### src/rtl/parallax_bg_renderer.sv
// Multi-layer scrolling background renderer: maps the linear pixel address to per-layer
// pixel-map addresses, steps each layer's scroll offset on frame ticks, and composites the layers.
module parallax_bg_renderer #(
    parameter int SCREEN_WIDTH  = 640,
    parameter int SCREEN_HEIGHT = 480,
    parameter int BG_WIDTH      = 260,
    parameter int BG_HEIGHT     = 480,
    parameter int NUM_LAYERS    = 2,
    parameter int DIV_WIDTH     = 16,
    parameter int PIDX_WIDTH    = 17,
    parameter int CIDX_WIDTH    = 16,
    parameter logic [CIDX_WIDTH-1:0] TRANSPARENT_CIDX = '0
) (
    input  logic                             iClock,
    input  logic                             iResetN,
    input  logic [18:0]                      iAddress,
    input  logic                             iValid,
    input  logic                             iScrollEnable,
    input  logic [NUM_LAYERS-1:0]            iScrollDir,
    input  logic [NUM_LAYERS*DIV_WIDTH-1:0]  iDivider,
    output logic [NUM_LAYERS*PIDX_WIDTH-1:0] oPidx,
    input  logic [NUM_LAYERS*CIDX_WIDTH-1:0] iCidx,
    output logic [CIDX_WIDTH-1:0]            oCidx,
    output logic                             oValid,
    output logic                             oFrameStart
);
    localparam int X_W        = $clog2(SCREEN_WIDTH);
    localparam int Y_W        = $clog2(SCREEN_HEIGHT);
    localparam int OFF_W      = $clog2(BG_WIDTH);
    localparam int NUM_PIXELS = SCREEN_WIDTH * SCREEN_HEIGHT;

    logic                            armed;
    logic                            tick;
    logic                            frame_start;
    logic                            scroll_en_q;
    logic [NUM_LAYERS-1:0]           dir_q;
    logic [NUM_LAYERS*DIV_WIDTH-1:0] div_q;
    logic [X_W-1:0]                  x_q;
    logic [Y_W-1:0]                  y_q;
    logic                            v0, v1, v2;
    logic [CIDX_WIDTH-1:0]           cidx_sel;

    // Armed drops on address 0 and re-arms on any other valid address, so a held
    // address 0 yields a single tick.
    assign tick = iValid && (iAddress == '0) && armed;

    // Scroll controls are captured with the tick; offsets then move one cycle later,
    // so pixel 0 of the new frame still sees the old offsets.
    // NOTE: sequential state uses non-blocking assignments so every flop samples pre-edge values.
    always_ff @(posedge iClock or negedge iResetN) begin
        if (!iResetN) begin
            armed       <= 1'b1;
            frame_start <= 1'b0;
            scroll_en_q <= 1'b0;
            dir_q       <= '0;
            div_q       <= '0;
        end else begin
            frame_start <= tick;
            if (iValid) armed <= (iAddress != '0);
            if (tick) begin
                scroll_en_q <= iScrollEnable;
                dir_q       <= iScrollDir;
                div_q       <= iDivider;
            end
        end
    end

    assign oFrameStart = frame_start;

    always_ff @(posedge iClock or negedge iResetN) begin
        if (!iResetN) begin
            x_q <= '0;
            y_q <= '0;
            v0  <= 1'b0;
        end else begin
            x_q <= X_W'(iAddress % 19'(SCREEN_WIDTH));
            y_q <= Y_W'(iAddress / 19'(SCREEN_WIDTH));
            v0  <= iValid && (iAddress < 19'(NUM_PIXELS));
        end
    end

    for (genvar l = 0; l < NUM_LAYERS; l++) begin : g_layer
        logic [DIV_WIDTH-1:0]  timer;
        logic [OFF_W-1:0]      offset;
        logic [PIDX_WIDTH-1:0] pidx_q;
        logic [DIV_WIDTH-1:0]  div_l;
        logic [31:0]           col, row, pidx_next;

        assign div_l = div_q[l*DIV_WIDTH +: DIV_WIDTH];

        always_ff @(posedge iClock or negedge iResetN) begin
            if (!iResetN) begin
                timer  <= '0;
                offset <= '0;
            end else if (frame_start && scroll_en_q && (div_l != '0)) begin
                if (timer >= div_l - DIV_WIDTH'(1)) begin
                    timer <= '0;
                    if (!dir_q[l])
                        offset <= (offset == OFF_W'(BG_WIDTH - 1)) ? '0 : offset + OFF_W'(1);
                    else
                        offset <= (offset == '0) ? OFF_W'(BG_WIDTH - 1) : offset - OFF_W'(1);
                end else begin
                    timer <= timer + DIV_WIDTH'(1);
                end
            end
        end

        // 32-bit intermediates keep x+offset and the row product exact before the modulo.
        assign col       = (32'(x_q) + 32'(offset)) % BG_WIDTH;
        assign row       = 32'(y_q) % BG_HEIGHT;
        assign pidx_next = col + row * BG_WIDTH;

        always_ff @(posedge iClock or negedge iResetN) begin
            if (!iResetN)  pidx_q <= '0;
            else if (v0)   pidx_q <= PIDX_WIDTH'(pidx_next);
        end

        assign oPidx[l*PIDX_WIDTH +: PIDX_WIDTH] = pidx_q;
    end

    always_ff @(posedge iClock or negedge iResetN) begin
        if (!iResetN) begin
            v1 <= 1'b0;
            v2 <= 1'b0;
        end else begin
            v1 <= v0;
            v2 <= v1;
        end
    end

    // Later layers override earlier ones; layer 0 is the fallback when all are transparent.
    // NOTE: cidx_sel gets a default before the loop so no path leaves it unassigned (no latch).
    always_comb begin
        cidx_sel = iCidx[0 +: CIDX_WIDTH];
        for (int l = 1; l < NUM_LAYERS; l++) begin
            if (iCidx[l*CIDX_WIDTH +: CIDX_WIDTH] != TRANSPARENT_CIDX)
                cidx_sel = iCidx[l*CIDX_WIDTH +: CIDX_WIDTH];
        end
    end

    always_ff @(posedge iClock or negedge iResetN) begin
        if (!iResetN) begin
            oCidx  <= '0;
            oValid <= 1'b0;
        end else begin
            oValid <= v2;
            if (v2) oCidx <= cidx_sel;
        end
    end

endmodule

### config.mk
export PLATFORM = sky130hd
export DESIGN_NAME = parallax_bg_renderer
export DESIGN_NICKNAME = d
export VERILOG_FILES = /design/src/rtl/parallax_bg_renderer.sv
export SDC_FILE = /design/constraint.sdc
export NUM_CORES = 1
export LEC_CHECK = 0
export ABC_AREA = 1
export CORE_ASPECT_RATIO = 0.8
export CORE_MARGIN = 4
export CORE_UTILIZATION = 30
export DETAILED_ROUTE_END_ITERATION = 8
export GPL_ROUTABILITY_DRIVEN = 1
export PLACE_DENSITY_LB_ADDON = 0.1
export SYNTH_ARGS = -nofsm -noshare
export SYNTH_HDL_FRONTEND = slang
export SYNTH_SLANG_ARGS = --single-unit
export TNS_END_PERCENT = 100
### constraint.sdc
create_clock -name iClock -period 8.6 [get_ports iClock]
set_clock_uncertainty 0.15 [all_clocks]
set_input_delay 1.72 -clock iClock [delete_from_list [all_inputs] [get_ports iClock]]
set_output_delay 1.72 -clock iClock [all_outputs]
set_load 0.005 [all_outputs]
==> out/qor.yml, run 1 <==
run_status:
  outcome: "completed"
layout:
  multi_input_area_mm2: 0.00745
  area_delta_synth_final_pct: 21.4
  seqCellArea_mm2: 0.00401
  nets: 2043
  drive_gt1_frac: 0.0732
  final_cells: 2402
  fin_area_mm2: 0.0152
  fillCellCount: 4258
  antenna_cells: 0
yosys:
  postSynthAreaPerCell_um2: 7.33
  ys_seq_area_frac: 0.320
  yosys.cell_count.top_type: "nand2_1"
  ys.flop_type: "dfrtp_1"
  synth_enable_flop_cells: 0
  synth_seq_cells: 160
  ys_warn_count: 0
  synth_nets: 1908
  synthCells: 1710
  synthArstFlopShare: 1.00
  yosys.area.top_type: "dfrtp_1"
  yosys-top-cells-area: "dfrtp_1, nand2_1, ha_1, inv_1, xor2_1"
  post_synth_most_frequent_cells: "nand2_1, inv_1, dfrtp_1"
  synthesis.area_mm2: 0.0125
  synth.distinct_cells: 51
  synth_top_area_frac: 0.318
global_route:
  overflow: 0
  grt_pass1_vias: 10400
  grt.total_usage: 0.146
  use_met1: 0.224
  grt_max_degree: 60
  grt-busiest-layer: "met1"
  antenna_found_initial: 0
  grt_util_met2: 0.214
  grt_pass1_wl_mm: 54.1
  grt.met3_usage: 0.0272
drt:
  drt-initial-drc-count: 538
  ant_nets: 0
  num_vias: 11000
  drc: 0
  dr.pass1.iters: 5
  drt-wirelength-per-cell_um: 13.7
  routed_wl_mm: 32.9
  viasPerCell: 4.59
placed_design:
  io_buffers: 140
  place_hpwl_mm: 26.2
  dp_slack_ns: 1.05
  dpl-instance-area_mm2: 0.0146
  dp_cells: 2370
  gp_congestion: 0.845
floorplanning:
  floorplan.rows: 66
  die_area_mm2: 0.0451
  die_w_um: 236
  io_pins: 141
  core-area_mm2: 0.0410
  start_util: 0.306
  fp.dieH_um: 191
power_and_ir_drop:
  powerDensity_mw_per_mm2: 258
  max-vdd-ir-drop_v: 0.000143
  leakagePower_nw: 7.67
clock_tree:
  clock_path_buffers: 2
  postCtsSetupRepairBufs: 0
  hold_buffers: 0
  cts_tree: "built"
  clock_latency_ns: 0.44
  clkTransAtPathRegs_ns: 0.06
  root_buffer: "clkbuf_16"
  cts_made_buffers: 17
  cts_sinks: 160
  post_cts_resized: 0
  htreeDepth: 4
timing:
  clock.fmax_ghz: 0.132
  slew_headroom: 0.346
  report.final.slew_viol_count: 0
  fin_crit_sh: 0.882
  worstMarginPinSlew_ns: 0.981
  rsz0062_at_grt: "false"
  tns_ns: 0
  hold_violations: 0
  period_minus_slack_ns: 7.59
  fin_ws_ns: 1.01
  setup-violations-final: 0
  holdWs_ns: 0.198
flow_run:
  maxCapViolations: 0
setup_path:
  worstPathArrival_ns: 7.76
  critPathRequiredTime_ns: 8.78
  path_class: "register to register"
  cp_common_cell: "nand2_1"
  cpPeakStageDelay_ns: 0.47
  critPathLaunchType: "register"
  critPathCaptureType: "register"
  worst_path_max_delay_cell: "dfrtp_1"
  cp_max_fo: 7
worst_hold_path:
  min_path_type: "register to register"
## worst paths after layout
path,from,end,slack (ns),depth (start not counted)
setup / recovery,g_layer[1].offset[2],g_layer[1].pidx_q[16],1.01,49
max in group asynchronous,iResetN,div_q[29],6.07,2
min in group asynchronous,iResetN,g_layer[1].pidx_q[11],1.05,1
setup reg to reg,g_layer[1].offset[2],g_layer[1].pidx_q[16],1.01,49
hold / removal,v1,v2,0.20,0
hold reg to reg,v1,v2,0.20,0
## per-stage QoR
| step | utilization | total power, mW |
|---|---|---|
| after floorplan | - | 2.44 |
| after global placement | 0.355 | 3.09 |
| after detailed placement | 0.355 | 3.08 |
| after CTS | 0.371 | 3.97 |
| after global routing | 0.371 | 4.29 |
| final | 0.371 | 3.92 |
## final cells by class
class	instances	area share
clock inverter	15	0.0153
tap	544	0.0448
clock buffer	17	0.0280
timing repair buffer	146	0.0952
multi-input combinational	1263	0.490
sequential	160	0.263
inverter	257	0.0635
## state kept, by name (all words and copies together) (netlist names)
register        cells
g_layer.pidx_q     34
div_q              32
g_layer.timer      32
g_layer.offset     18
oCidx              16
x_q                10
y_q                 9
dir_q               2
armed               1
oFrameStart         1
oValid              1
scroll_en_q         1
v0                  1
v1                  1
v2                  1
## routing by layer
layer,routed length (um),part of all wire
met1,17900,0.54
met2,13600,0.41
met3,1070,0.032
met4,265,0.0081
met5,0,0
## worst max-delay path: cells and delay by family, from the launching register on
family / cells / cell delay (ns)
xor+xnor: 3 / 0.68
simple gates: 21 / 2.14
compound gates: 16 / 2.59
flops: 1 / 0.47
buf+inv: 6 / 0.42
fa+ha+maj: 3 / 1.00
## layout by cell type (no fill, tap or decap), types with 33 or more instances in the layout
cell	Yosys	routed
xnor2_1	34	34
nand2_1	407	407
clkdlybuf4s50_1	0	139
nor3_1	45	45
nand2_2	34	34
dfrtp_1	159	159
nor2_1	131	131
o21ai_0	97	97
xor2_1	79	79
nand4_1	33	33
ha_1	104	104
inv_1	238	238
nand3_1	81	81
a21oi_1	73	73
## report_power, final
part | total, mW | internal [mW] | switching (mW)
Clock | 0.859 | 0.520 | 0.339
Combinational | 2.08 | 0.859 | 1.23
Sequential | 0.977 | 0.866 | 0.111
Total | 3.92 | 2.25 | 1.67
## logic make-up after synthesis
family | share of synthesized area
adder cells (fa/ha/maj) | 0.112
AO/OA/AOI/OAI | 0.123
buffers and inverters | 0.0861
AND/OR/NAND/NOR | 0.278
XOR/XNOR | 0.0816
flip-flops | 0.320
Power figures use the tool's default switching activity.
==> run 2, diff against run 1 <==
Settings changed: CORE_UTILIZATION 30 to 58, HOLD_SLACK_MARGIN set to 0.1.
==> run 2 against run 1 <==
Net effect: first-iteration DRC count increased by 69%; core utilization increased by 34 points; hold slack improved by 0.0032 ns; sequential share of layout area increased by 0.71 points; combinational power about the same; power decreased by 2.5%; final cell count decreased by 11%; via count increased by 3.0%; wire length decreased by 13%; fmax increased by 0.16%; critical path depth decreased by 4; critical path type unchanged; largest cell class unchanged.
==> out/qor.yml, run 2 (synthesis results as in run 1) <==
global_route:
  grt-busiest-layer: "met1"  # unchanged
  use_met1: 0.369  # was 0.224
  grt.total_usage: 0.245  # was 0.146
  grt_pass1_wl_mm: 49.0  # was 54.1 mm
  overflow: 0  # unchanged
  grt_util_met2: 0.367  # was 0.214
  grt_pass1_vias: 10600  # was 10,400
  grt.met3_usage: 0.0510  # was 0.0272
  antenna_found_initial: 0  # unchanged
  grt_max_degree: 96  # was 60
drt:
  viasPerCell: 5.34  # was 4.59
  dr.pass1.iters: 5  # unchanged
  routed_wl_mm: 28.6  # was 32.9 mm
  ant_nets: 0  # unchanged
  drt-wirelength-per-cell_um: 13.5  # was 13.7 um
  drc: 0  # unchanged
  num_vias: 11400  # was 11,000
  drt-initial-drc-count: 909  # was 538
clock_tree:
  cts_made_buffers: 17  # unchanged
  cts_tree: "built"  # unchanged
  hold_buffers: 0  # unchanged
  root_buffer: "clkbuf_16"  # unchanged
  cts_sinks: 160  # unchanged
  clock_latency_ns: 0.44  # about the same
  clock_path_buffers: 2  # unchanged
  clkTransAtPathRegs_ns: 0.07  # was 0.06 ns
  post_cts_resized: 0  # unchanged
  postCtsSetupRepairBufs: 0  # unchanged
  htreeDepth: 4  # unchanged
floorplanning:
  start_util: 0.598  # was 0.306
  core-area_mm2: 0.0209  # was 0.0410 mm^2
  io_pins: 141  # unchanged
  floorplan.rows: 47  # was 66
  fp.dieH_um: 139  # was 191 um
  die_area_mm2: 0.0240  # was 0.0451 mm^2
  die_w_um: 172  # was 236 um
layout:
  largest-register: "g_layer.pidx_q"  # unchanged
  nets: 2042  # was 2,043
  multi_input_area_mm2: 0.00745  # unchanged
  final_cells: 2126  # was 2,402
  finalCoreUtilization: 0.707  # was 0.371
  seqCellArea_mm2: 0.00401  # unchanged
  largest_reg_flops: 34  # unchanged
  area_delta_synth_final_pct: 18.2  # was 21.4%
  largestRegisters: "g_layer.pidx_q: 34 flops, div_q: 32 flops, g_layer.timer: 32 flops"  # unchanged
  layout_commonest_cell: "nand2_1"  # unchanged
  drive_gt1_frac: 0.0727  # was 0.0732
  fillCellCount: 1717  # was 4,258
  mostFrequentLayoutCells: "nand2_1, inv_1, dfrtp_1"  # unchanged
  antenna_cells: 0  # unchanged
timing:
  clock.fmax_ghz: 0.132  # about the same
  report.final.slew_viol_count: 0  # unchanged
  fin_crit_sh: 0.881  # was 0.882
  tns_ns: 0  # unchanged
  period_minus_slack_ns: 7.58  # was 7.59 ns
  rsz0062_at_grt: "false"  # unchanged
  worstMarginPinSlew_ns: 1.20  # was 0.981 ns
  setup-violations-final: 0  # unchanged
  hold_violations: 0  # unchanged
  slew_headroom: 0.193  # was 0.346
placed_design:
  io_buffers: 140  # unchanged
  dp_cells: 2094  # was 2,370
  gp_congestion: 0.928  # was 0.845
  place_hpwl_mm: 22.3  # was 26.2 mm
setup_path:
  cp_max_fo: 7  # unchanged
  path_class: "register to register"  # unchanged
  cp_top_family: "compound AO/OA/AOI/OAI gates"  # unchanged
  cpPeakStageDelay_ns: 0.46  # was 0.47 ns
  worst_path_max_delay_cell: "dfrtp_1"  # unchanged
  regToRegEndpoint: "g_layer[1].pidx_q[16]"  # unchanged
  worstPathArrival_ns: 7.75  # was 7.76 ns
  critPathRequiredTime_ns: 8.78  # about the same
  reg2reg_from: "g_layer[1].offset[2]"  # unchanged
  reg2reg_slack_ns: 1.02  # was 1.01 ns
  critPathCaptureType: "register"  # unchanged
  r2r_cells: 45  # was 49
  cp_common_cell: "nand2_1"  # unchanged
  path_buf_inv: 3  # was 6
  critPathLaunchType: "register"  # unchanged
worst_hold_path:
  hold_end: "v2"  # unchanged
  min_path_type: "register to register"  # unchanged
  min_from: "v1"  # unchanged
  min_path_cells: 0  # unchanged
run_status:
  outcome: "completed"  # unchanged
power_and_ir_drop:
  leakagePower_nw: 7.63  # was 7.67 nW
  powerDensity_mw_per_mm2: 258  # about the same
  max-vdd-ir-drop_v: 0.000142  # was 0.000143 V
flow_run:
  maxCapViolations: 0  # unchanged
==> run 2: area by class of cell <==
| cell class | count | area share |
|---|---|---|
| Sequential cell | 160 | 0.270 |
| Clock inverter | 14 | 0.0116 |
| Multi-Input combinational cell | 1263 | 0.503 |
| Clock buffer | 18 | 0.0297 |
| Timing Repair Buffer | 145 | 0.0972 |
| Tap cell | 269 | 0.0227 |
| Inverter | 257 | 0.0652 |
==> run 2: routing by layer <==
layer / routed length, um / up-vias / part of all wire
li1: - / 5844 / -
met3: 1590 / 25 / 0.055
met1: 14500 / 5239 / 0.50
met2: 12300 / 250 / 0.43
met5: 0 / - / 0
met4: 278 / 0 / 0.0097
==> run 2: stage by stage <==
step                setup slack, ns  total power, mW  hold slack [ns]  cell area, um^2
floorplan                      2.09             2.44            0.181            12500
global placement               1.53             2.97            0.182            14200
detailed placement             1.12             3.03            0.189            14200
CTS                            1.03             3.84            0.204            14800
global route                  0.219             4.18            0.221            14800
finish                         1.02             3.82            0.201            14800
==> run 2: worst max-delay path by stage <==
stage / from / endpoint / slack, ns / cells after the start
2_1_floorplan: x_q[2] / g_layer[1].pidx_q[16] / 2.09 / 47
3_3_place_gp: g_layer[1].offset[2] / g_layer[1].pidx_q[16] / 1.53 / 47
3_5_place_dp: g_layer[1].offset[2] / g_layer[1].pidx_q[16] / 1.12 / 47
4_1_cts: g_layer[1].offset[2] / g_layer[1].pidx_q[16] / 1.03 / 47
5_1_grt: g_layer[1].offset[2] / g_layer[1].pidx_q[16] / 0.22 / 47
6_report: g_layer[1].offset[2] / g_layer[1].pidx_q[16] / 1.02 / 45
==> run 2: power breakdown <==
group          total (mW)  switching [mW]  leakage (nW)  internal [mW]
registers           0.963          0.0965          2.01          0.866
logic                2.07            1.20          5.33          0.866
clock network       0.791           0.346         0.289          0.445
==> run 3, diff against run 2 <==
--- a/config.mk
+++ b/config.mk
@@ -14,4 +14,5 @@
 export HOLD_SLACK_MARGIN = 0.1
 export PLACE_DENSITY_LB_ADDON = 0.1
+export SKIP_LAST_GASP = 1
 export SYNTH_ARGS = -nofsm -noshare
 export SYNTH_HDL_FRONTEND = slang
==> constraint.sdc (replaced) <==
create_clock -name iClock -period 8.6 [get_ports iClock]
set_clock_uncertainty 0.15 [all_clocks]
set_input_delay 1.29 -clock iClock [delete_from_list [all_inputs] [get_ports iClock]]
set_output_delay 1.29 -clock iClock [all_outputs]
set_load 0.005 [all_outputs]
==> results of run 3 <==
The final DEF is identical to that of run 2. Status: completed.
